[src/rtl/connect4_defs_pkg.sv]
// connect4_defs_pkg: board geometry, FSM encoding and player ids shared by the drop controller.
package connect4_defs_pkg;
    localparam int NUM_COLS  = 7;
    localparam int NUM_ROWS  = 6;
    localparam int MAX_MOVES = 42;
    localparam int COL_W     = 3;
    localparam int ROW_W     = 3;
    localparam int MOVE_W    = 6;
    localparam int COL_SLOTS = 1 << COL_W;
    localparam logic PLAYER1 = 1'b0;
    localparam logic PLAYER2 = 1'b1;
    typedef enum logic [2:0] {S_IDLE, S_CHECK, S_WRITE, S_DONE, S_REJECT} state_t;
    typedef logic [NUM_ROWS-1:0] col_vec_t;
endpackage

[src/rtl/column_drop_ctrl_column_stack.sv]
// column_stack: occupancy thermometer and per-cell owner bits for one board column.
module column_stack
    import connect4_defs_pkg::*;
(
    input  logic     i_clk,
    input  logic     i_resetn,
    input  logic     i_clear,
    input  logic     i_push,
    input  logic     i_player,
    output col_vec_t o_occ,
    output col_vec_t o_own,
    output logic     o_full
);
    col_vec_t r_occ;
    col_vec_t r_own;
    col_vec_t w_slot;
    // one-hot of the lowest empty cell, i.e. the cell a push fills
    assign w_slot = {r_occ[NUM_ROWS-2:0], 1'b1} & ~r_occ;
    always_ff @(posedge i_clk) begin
        if (!i_resetn || i_clear) begin
            r_occ <= '0;
            r_own <= '0;
        end else if (i_push && !o_full) begin
            r_occ <= {r_occ[NUM_ROWS-2:0], 1'b1};
            r_own <= (r_own & ~w_slot) | (w_slot & {NUM_ROWS{i_player}});
        end
    end
    assign o_occ  = r_occ;
    assign o_own  = r_own;
    assign o_full = r_occ[NUM_ROWS-1];
endmodule

[src/rtl/column_drop_ctrl.sv]
// column_drop_ctrl: Connect Four drop FSM, turn and move tracking, and cell read port.
module column_drop_ctrl
    import connect4_defs_pkg::*;
(
    input  logic             i_clk,
    input  logic             i_resetn,
    input  logic             i_new_game,
    input  logic             i_drop_req,
    input  logic [COL_W-1:0] i_drop_col,
    output logic             o_busy,
    output logic             o_drop_done,
    output logic             o_drop_reject,
    output col_vec_t         o_onoff_val,
    output logic [COL_W-1:0] o_drop_col_out,
    output logic             o_piece_player,
    output logic             o_player,
    output logic             o_board_full,
    input  logic [COL_W-1:0] i_rd_col,
    input  logic [ROW_W-1:0] i_rd_row,
    output logic             o_rd_occupied,
    output logic             o_rd_player
);
    state_t              r_state;
    logic [COL_W-1:0]    r_col;
    logic [COL_W-1:0]    r_drop_col_out;
    logic [MOVE_W-1:0]   r_moves;
    col_vec_t            r_onoff;
    logic                r_busy;
    logic                r_done;
    logic                r_reject;
    logic                r_player;
    logic                r_piece_player;
    logic                r_board_full;
    col_vec_t            w_occ [COL_SLOTS];
    col_vec_t            w_own [COL_SLOTS];
    logic [COL_SLOTS-1:0] w_full;
    logic [(1<<ROW_W)-1:0] w_rd_occ;
    logic [(1<<ROW_W)-1:0] w_rd_own;

    // unused column codes look permanently full so CHECK rejects them
    for (genvar c = 0; c < COL_SLOTS; c++) begin : g_col
        if (c < NUM_COLS) begin : g_stack
            column_stack u_stack (
                .i_clk    (i_clk),
                .i_resetn (i_resetn),
                .i_clear  (i_new_game),
                .i_push   (r_state == S_WRITE && r_col == COL_W'(c)),
                .i_player (r_player),
                .o_occ    (w_occ[c]),
                .o_own    (w_own[c]),
                .o_full   (w_full[c])
            );
        end else begin : g_pad
            assign w_occ[c]  = '0;
            assign w_own[c]  = '0;
            assign w_full[c] = 1'b1;
        end
    end

    always_ff @(posedge i_clk) begin
        if (!i_resetn || i_new_game) begin
            r_state        <= S_IDLE;
            r_col          <= '0;
            r_drop_col_out <= '0;
            r_moves        <= '0;
            r_onoff        <= '0;
            r_busy         <= 1'b0;
            r_done         <= 1'b0;
            r_reject       <= 1'b0;
            r_player       <= PLAYER1;
            r_piece_player <= PLAYER1;
            r_board_full   <= 1'b0;
        end else begin
            r_done   <= 1'b0;
            r_reject <= 1'b0;
            case (r_state)
                S_IDLE: if (i_drop_req) begin
                    r_col   <= i_drop_col;
                    r_busy  <= 1'b1;
                    r_state <= S_CHECK;
                end
                S_CHECK: begin
                    r_reject <= w_full[r_col];
                    r_state  <= w_full[r_col] ? S_REJECT : S_WRITE;
                end
                S_WRITE: begin
                    r_moves        <= r_moves + MOVE_W'(1);
                    r_onoff        <= {w_occ[r_col][NUM_ROWS-2:0], 1'b1};
                    r_drop_col_out <= r_col;
                    r_piece_player <= r_player;
                    r_board_full   <= r_board_full | ((r_moves + MOVE_W'(1)) == MOVE_W'(MAX_MOVES));
                    r_done         <= 1'b1;
                    r_state        <= S_DONE;
                end
                S_DONE: begin
                    r_player <= (r_player == PLAYER1) ? PLAYER2 : PLAYER1;
                    r_busy   <= 1'b0;
                    r_state  <= S_IDLE;
                end
                default: begin
                    r_busy  <= 1'b0;
                    r_state <= S_IDLE;
                end
            endcase
        end
    end

    assign o_busy         = r_busy;
    assign o_drop_done    = r_done;
    assign o_drop_reject  = r_reject;
    assign o_onoff_val    = r_onoff;
    assign o_drop_col_out = r_drop_col_out;
    assign o_piece_player = r_piece_player;
    assign o_player       = r_player;
    assign o_board_full   = r_board_full;

    assign w_rd_occ      = {{((1<<ROW_W)-NUM_ROWS){1'b0}}, w_occ[i_rd_col]};
    assign w_rd_own      = {{((1<<ROW_W)-NUM_ROWS){1'b0}}, w_own[i_rd_col]};
    assign o_rd_occupied = w_rd_occ[i_rd_row];
    assign o_rd_player   = w_rd_occ[i_rd_row] & w_rd_own[i_rd_row];
endmodule

[config.mk]
export PLATFORM = sky130hd
export DESIGN_NAME = column_drop_ctrl
export DESIGN_NICKNAME = d
export VERILOG_FILES = /design/src/rtl/connect4_defs_pkg.sv /design/src/rtl/column_drop_ctrl_column_stack.sv /design/src/rtl/column_drop_ctrl.sv
export SDC_FILE = /design/constraint.sdc
export NUM_CORES = 1
export LEC_CHECK = 0
export BUFFER_PORTS_ARGS = -buffer_cell sky130_fd_sc_hd__buf_2
export CORE_MARGIN = 10
export CORE_UTILIZATION = 55
export CTS_CLUSTER_SIZE = 40
export DETAILED_ROUTE_END_ITERATION = 10
export PLACE_DENSITY_LB_ADDON = 0.05
export SLEW_MARGIN = 20
export SYNTH_ARGS = -nofsm -noshare
export SYNTH_HDL_FRONTEND = slang
export SYNTH_SLANG_ARGS = --single-unit
[constraint.sdc]
create_clock -name i_clk -period 2.29 [get_ports i_clk]
set_input_delay 0.458 -clock i_clk [delete_from_list [all_inputs] [get_ports i_clk]]
set_output_delay 0.458 -clock i_clk [all_outputs]
set_load 0.05 [all_outputs]
Yosys cells after proc, flatten, opt, wreduce, memory -nomap -nowiden
Cells that the tools add are included.
{"block": "word_totals", "register_bits": 111, "latchBits": 0, "mem_bits_rw": 0, "mem_bits_ro": 0, "in_bits": 13, "word_cells": 140, "memories": 0}
{"block": "classes", "n_addsub": 1, "multipliers": 0, "n_div": 0, "magnitude_cmp": 4, "n_eq_ne": 11, "shift": 0, "mux": 22, "n_bitwise": 48, "n_reduce_logical": 29}
{"op": "6-bit AND", "count": 21}
{"op": "6-bit inverter", "count": 14}
{"op": "6-bit binary-select mux with 3-bit select", "count": 3}
{"op": "6-bit OR", "count": 7}
{"op": "6-bit 2-to-1 mux", "count": 4}
{"op": "1-bit logical AND", "count": 14}
{"op": "3-bit by 2-bit equality test with 1-bit output (second input constant)", "count": 4}
{"op": "5-bit 2-to-1 mux", "count": 2}
{"op": "1-bit binary-select mux with 3-bit select", "count": 3}
{"op": "3-bit equality test (second input constant)", "count": 3}
{"op": "3-bit one-hot mux with 3 select lines", "count": 1}
{"op": "4-bit >= comparator (second input constant)", "count": 2}
{"op": "1-bit logical NOT", "count": 8}
{"op": "3-bit by 4-bit < comparator with 1-bit output (second input constant)", "count": 2}
{"op": "3-bit inverter with 4-bit output", "count": 2}
{"op": "6-bit by 1-bit adder with 6-bit output (second input constant)", "count": 1}
{"op": "3-bit by 1-bit equality test with 1-bit output (second input constant)", "count": 2}
{"op": "6-bit equality test (second input constant)", "count": 1}
{"op": "3-bit logical NOT", "count": 2}
{"op": "1-bit 2-to-1 mux", "count": 6}
{"op": "3-bit 2-to-1 mux", "count": 2}
{"op": "2-bit AND reduction", "count": 2}
{"op": "2-bit OR reduction", "count": 2}
{"op": "2-bit inequality test (second input constant)", "count": 1}
{"op": "5 further kinds", "count": 6}

Longest topological paths before layout
{"block": "depth", "depth_word": 7, "ltp_mapped": 8, "ltp_nobuf": 6}

Hierarchy
From an unflattened synthesis, not the netlist that was laid out.
{"block": "unflattened", "hier_cells": 623, "area_unflattened_um2": 5592.9}
{"mod": "column_stack", "instances": 7, "cells_each": 53, "area_each_um2": 483.0}
{"mod": "column_drop_ctrl", "instances": 1, "cells_each": 252, "area_each_um2": 2212.1}

Least setup slack after synthesis
Ideal clock, no wire load.
{"block": "synth_timing", "kind": "input -> output", "from": "input i_rd_row[0]", "to": "output o_rd_player", "t_arrival_ps": 2644, "required_ps": 1832, "setup_slack_ps": -812, "stages": 6, "n_path_buf": 2, "cell_sequence": "buf_2 > clkbuf_1 > o21ai_0 > a211oi_1 > a21oi_1 > o32ai_1"}
{"block": "synth_between", "elab_chain_cells": 3}
{"item": "start: declaration", "line": "column_drop_ctrl.sv:19", "source": "input logic [ROW_W-1:0] i_rd_row,"}
{"item": "1-bit binary-select mux with 3-bit select", "line": "column_drop_ctrl.sv:120", "source": "assign o_rd_player = w_rd_occ[i_rd_row] & w_rd_own[i_rd_row];"}
{"item": "1-bit 2-to-1 mux (implied by the code)", "line": "column_drop_ctrl.sv:120"}
{"item": "1-bit AND *", "line": "column_drop_ctrl.sv:120"}
{"item": "end: declaration", "line": "column_drop_ctrl.sv:21", "source": "output logic o_rd_player"}
Mark *: on every way between the ends. The rest lies on a longest branch, timed or not. The select of a mux whose other input is x is not followed.

Final worst setup path
{"block": "layout_timing", "from": "register g_col[6].g_stack.u_stack.r_occ[1]", "to": "output o_rd_player"}
{"block": "layout_between", "elab_chain_cells": 6}
{"item": "start: declaration", "line": "column_drop_ctrl_column_stack.sv:14", "source": "col_vec_t r_occ;"}
{"item": "start signal: assignment", "line": "column_drop_ctrl_column_stack.sv:24", "source": "r_occ <= {r_occ[NUM_ROWS-2:0], 1'b1};"}
{"item": "6-bit binary-select mux with 3-bit select", "line": "column_drop_ctrl.sv:117", "source": "assign w_rd_occ = {{((1<<ROW_W)-NUM_ROWS){1'b0}}, w_occ[i_rd_col]};"}
{"item": "6-bit 2-to-1 mux (implied by the code) (2 in a row)", "line": "column_drop_ctrl.sv:117"}
{"item": "1-bit binary-select mux with 3-bit select", "line": "column_drop_ctrl.sv:120"}
{"item": "1-bit 2-to-1 mux (implied by the code)", "line": "column_drop_ctrl.sv:120"}
{"item": "1-bit AND", "line": "column_drop_ctrl.sv:120"}
Every way passes these cells. The select of a mux whose other input is x is not followed.

==> impl_results.md <==
- Cell variety after synth: 48
- Leakage power: 2.57 nW
- RSZ-0062 raised after global routing: true
- First-pass GRT wire length: roughly 23000 um
- Mapped Area: around 5400 um2
- Synth Register Bits: 111
- Switching Share: 24.5%
- Sequential power share: 56.7%
- # rows: 36
- GPL Wtd Cong: 0.865
- Largest area contributor in the netlist: dfxtp_1
- Final Util: about two thirds
- Crit-path max cell delay: between 0.4 and 0.5 ns
- Die footprint: 14200 um2
- Top cell type's share of synthesized area: 41.2%
- TritonCTS Sinks: 111
- Clock Path Buffers: 2
- Met1 Track Usage GR: 24.5%
- Worst setup SP type: flip-flop
- Initial antenna violation count: 0
- CP max stage cell: mux4_2
- Switching pwr: 0.838 mW
- CP endpoint kind: output pin
- IO Count: 30
- DR pass1 iterations: 7
- Arr. time, crit path: a little over 2 ns
- P_int: 2.58 mW
- WL per Instance: 18.2 um
- Fmax: 0.398 GHz
- Failing checks: setup timing
- Global routing's busiest layer: met2
- Hold slack: 0.300 ns
- Ranking of synthesized cells by area: dfxtp_1 41%, mux2i_1 15%, mux4_2 7.5%, nor2_1 7.0%, nand3b_1 3.8%
- Final nets: 660
- Post-synthesis cell count: 579
- Commonest non-fill, non-tap cells in the layout: 103 x dfxtp_1, 100 x nor2_1, 82 x mux2i_1
- Critical path buffer and inverter count: 1
- Least-Margin Pin Slew: 0.595 ns
- Root Driver: clkbuf_8
- Multi-input gate area: 3110 um2
- M3 GR Usage: under 10%
- Power per cell area: 524 nW/um2
- Critical-path maximum fanout: 2
- WS Path Type: reg -> out
- Max-cap violation count: 0
- Die Wd: 119 um
- Final ANT Viol Nets: 0
- Hold Path Class: in -> reg
- Initial Util: 55.9%
- Commonest non-fill, non-tap cell in the layout: dfxtp_1
- DP Cell Count: 764
- Vias in the first global route: around 4400
- Met2 Use GR: 33.2%
- Core footprint: slightly below 10000 um2
- Via density: 5.72
- Detailed Place HPWL: 10300 um
- Largest net degree at the start of global routing: 48
- Sequential-to-total area share from yosys stat: 41.2%
- Worst vdd ir: roughly 0.34 mV
- Total CTS buffers: 9
- Final worst setup slack: -0.222 ns
- Register area: 2230 um2
- Fin crit share: 110%
- Fill cells: 852
- Req. time, crit path: 1.83 ns
- Ys async rst share: 0%
- Clk pwr share: 35.7%
- Outcome: finished with violations
- Gr usage total: a little under 20%
- Most used DFF post-synth: dfxtp_1
- Antenna diodes: 0
- Ys Warns: 0
- Mapped Nets: ~590
- Post-synth EDFFs: 0
- Layout area overhead: 21.1%
- Initial DRC count: around 320
- Layout cells sized above 1: between 20% and 30%
- Final Hold Vio Count: 0
- Total grt overflow: 0
- Final setup viols: 2
- Residual DRC: 0
- Syn_area_per_cell: approximately 9.3 um2
- Max-Slew Margin vs Limit: around three fifths
- Worst-path clk slew: 0.10 ns
- Pre-CTS setup slack: -0.358 ns
- Die H: 119 um
- Finished Cell Area: 6530 um2
- Post-DP Area: 6130 um2
- CTS tree: yes
- Via count: between 4000 and 5000
- H-tree levels: 3
- Critical-path cell list: mux4_2 -> and2_4 -> a211oi_4 -> a221oi_2 -> o21ai_2 -> o32ai_4 -> buf_6
- Slew Viols, Final: 0
- Final Routed Wirelength: 14200 um
- Final min period: roughly 2.5 ns
- Clk_skew: 0.00958 ns
- Clock Latency Late Sink: 0.38 ns
- Non-filler cells, final: 783
- Design Power: 3.42 mW
- Logic pwr share: 7.6%
- Setup tns final: -0.405 ns
- Largest delay share family, worst path: compound AO/OA/AOI/OAI gates
- Buffers on Ports: 29
[power groups by stage]
stage	Clock (mW)	Combinational, mW	Sequential (mW)
2_1_floorplan	0	0.153	1.99
4_1_cts	1.25	0.229	1.94
3_3_place_gp	0	0.220	1.98
5_1_grt	1.32	0.275	1.94
3_5_place_dp	0	0.224	1.98
6_report	1.22	0.260	1.94
[cell usage after synthesis (3+ instances only)]
cell,count
mux4_2,18
inv_1,10
o21ai_0,11
nor4_1,6
a31oi_1,4
nand2b_1,8
nand2_1,48
nor3_1,3
o221ai_1,5
mux2i_1,82
a21oi_1,32
mux2_2,3
nand3b_1,27
a211oi_1,3
a221oi_1,5
nor2b_1,3
nand3_1,6
dfxtp_1,111
buf_2,14
nor2_1,100
xor2_1,3
clkbuf_1,29
o211ai_1,13
[cell families (layout without fill, tap and decap cells)]
kind of cell | Yosys count | in the layout | share of synthesized area, %
fa+ha+maj | 2 | 2 | 0.464
mux | 103 | 103 | 23.4
simple gates | 221 | 221 | 20.4
xor+xnor | 4 | 4 | 0.650
flops | 111 | 111 | 41.2
compound gates | 81 | 81 | 9.49
buf+inv | 57 | 128 | 4.43
[metal layers]
layer,vias to the layer above,routed length (um),part of all wire [%]
li1,2172,-,-
met1,2166,6030,42
met2,117,7130,50
met3,24,674,4.7
met4,0,381,2.7
met5,-,0,0
[timing repair]
item / 4_1_cts / 5_1_grt
setup buffers: 0 / 2
endpoints found under the hold margin: 0 / 0
pin swaps: 4 / 8
resized for setup: 8 / 32
hold buffers: 0 / 0
cloned: 0 / 1
endpoints found under the setup margin: 2 / 3
[worst paths after layout]
check                           end                               from  cells after the start  slack [ns]
setup / recovery        o_rd_player  g_col[6].g_stack.u_stack.o_occ[1]                      7       -0.22
hold reg to reg   o_drop_col_out[2]                  o_drop_col_out[2]                      2        0.46
hold / removal             r_col[0]                      i_drop_col[0]                      3        0.30
setup reg to reg          flip-flop                         r_state[1]                      6        0.19
[tightest hold or removal path: cells and delay by family]
kind	cells	cell delay, ns
buffers and inverters	1	0.07
multiplexers	1	0.05
AND/OR/NAND/NOR	1	0.07
[layout make-up]
| cell class | instances | share of cell area, % |
|---|---|---|
| Inverter | 11 | 0.670 |
| Timing Repair Buffer | 101 | 11.8 |
| Multi-Input combinational cell | 411 | 47.6 |
| Sequential cell | 111 | 34.2 |
| Clock buffer | 10 | 2.11 |
| Tap cell | 133 | 2.55 |
| Clock inverter | 6 | 1.03 |
Note: power is estimated with default switching activity, not from simulation.
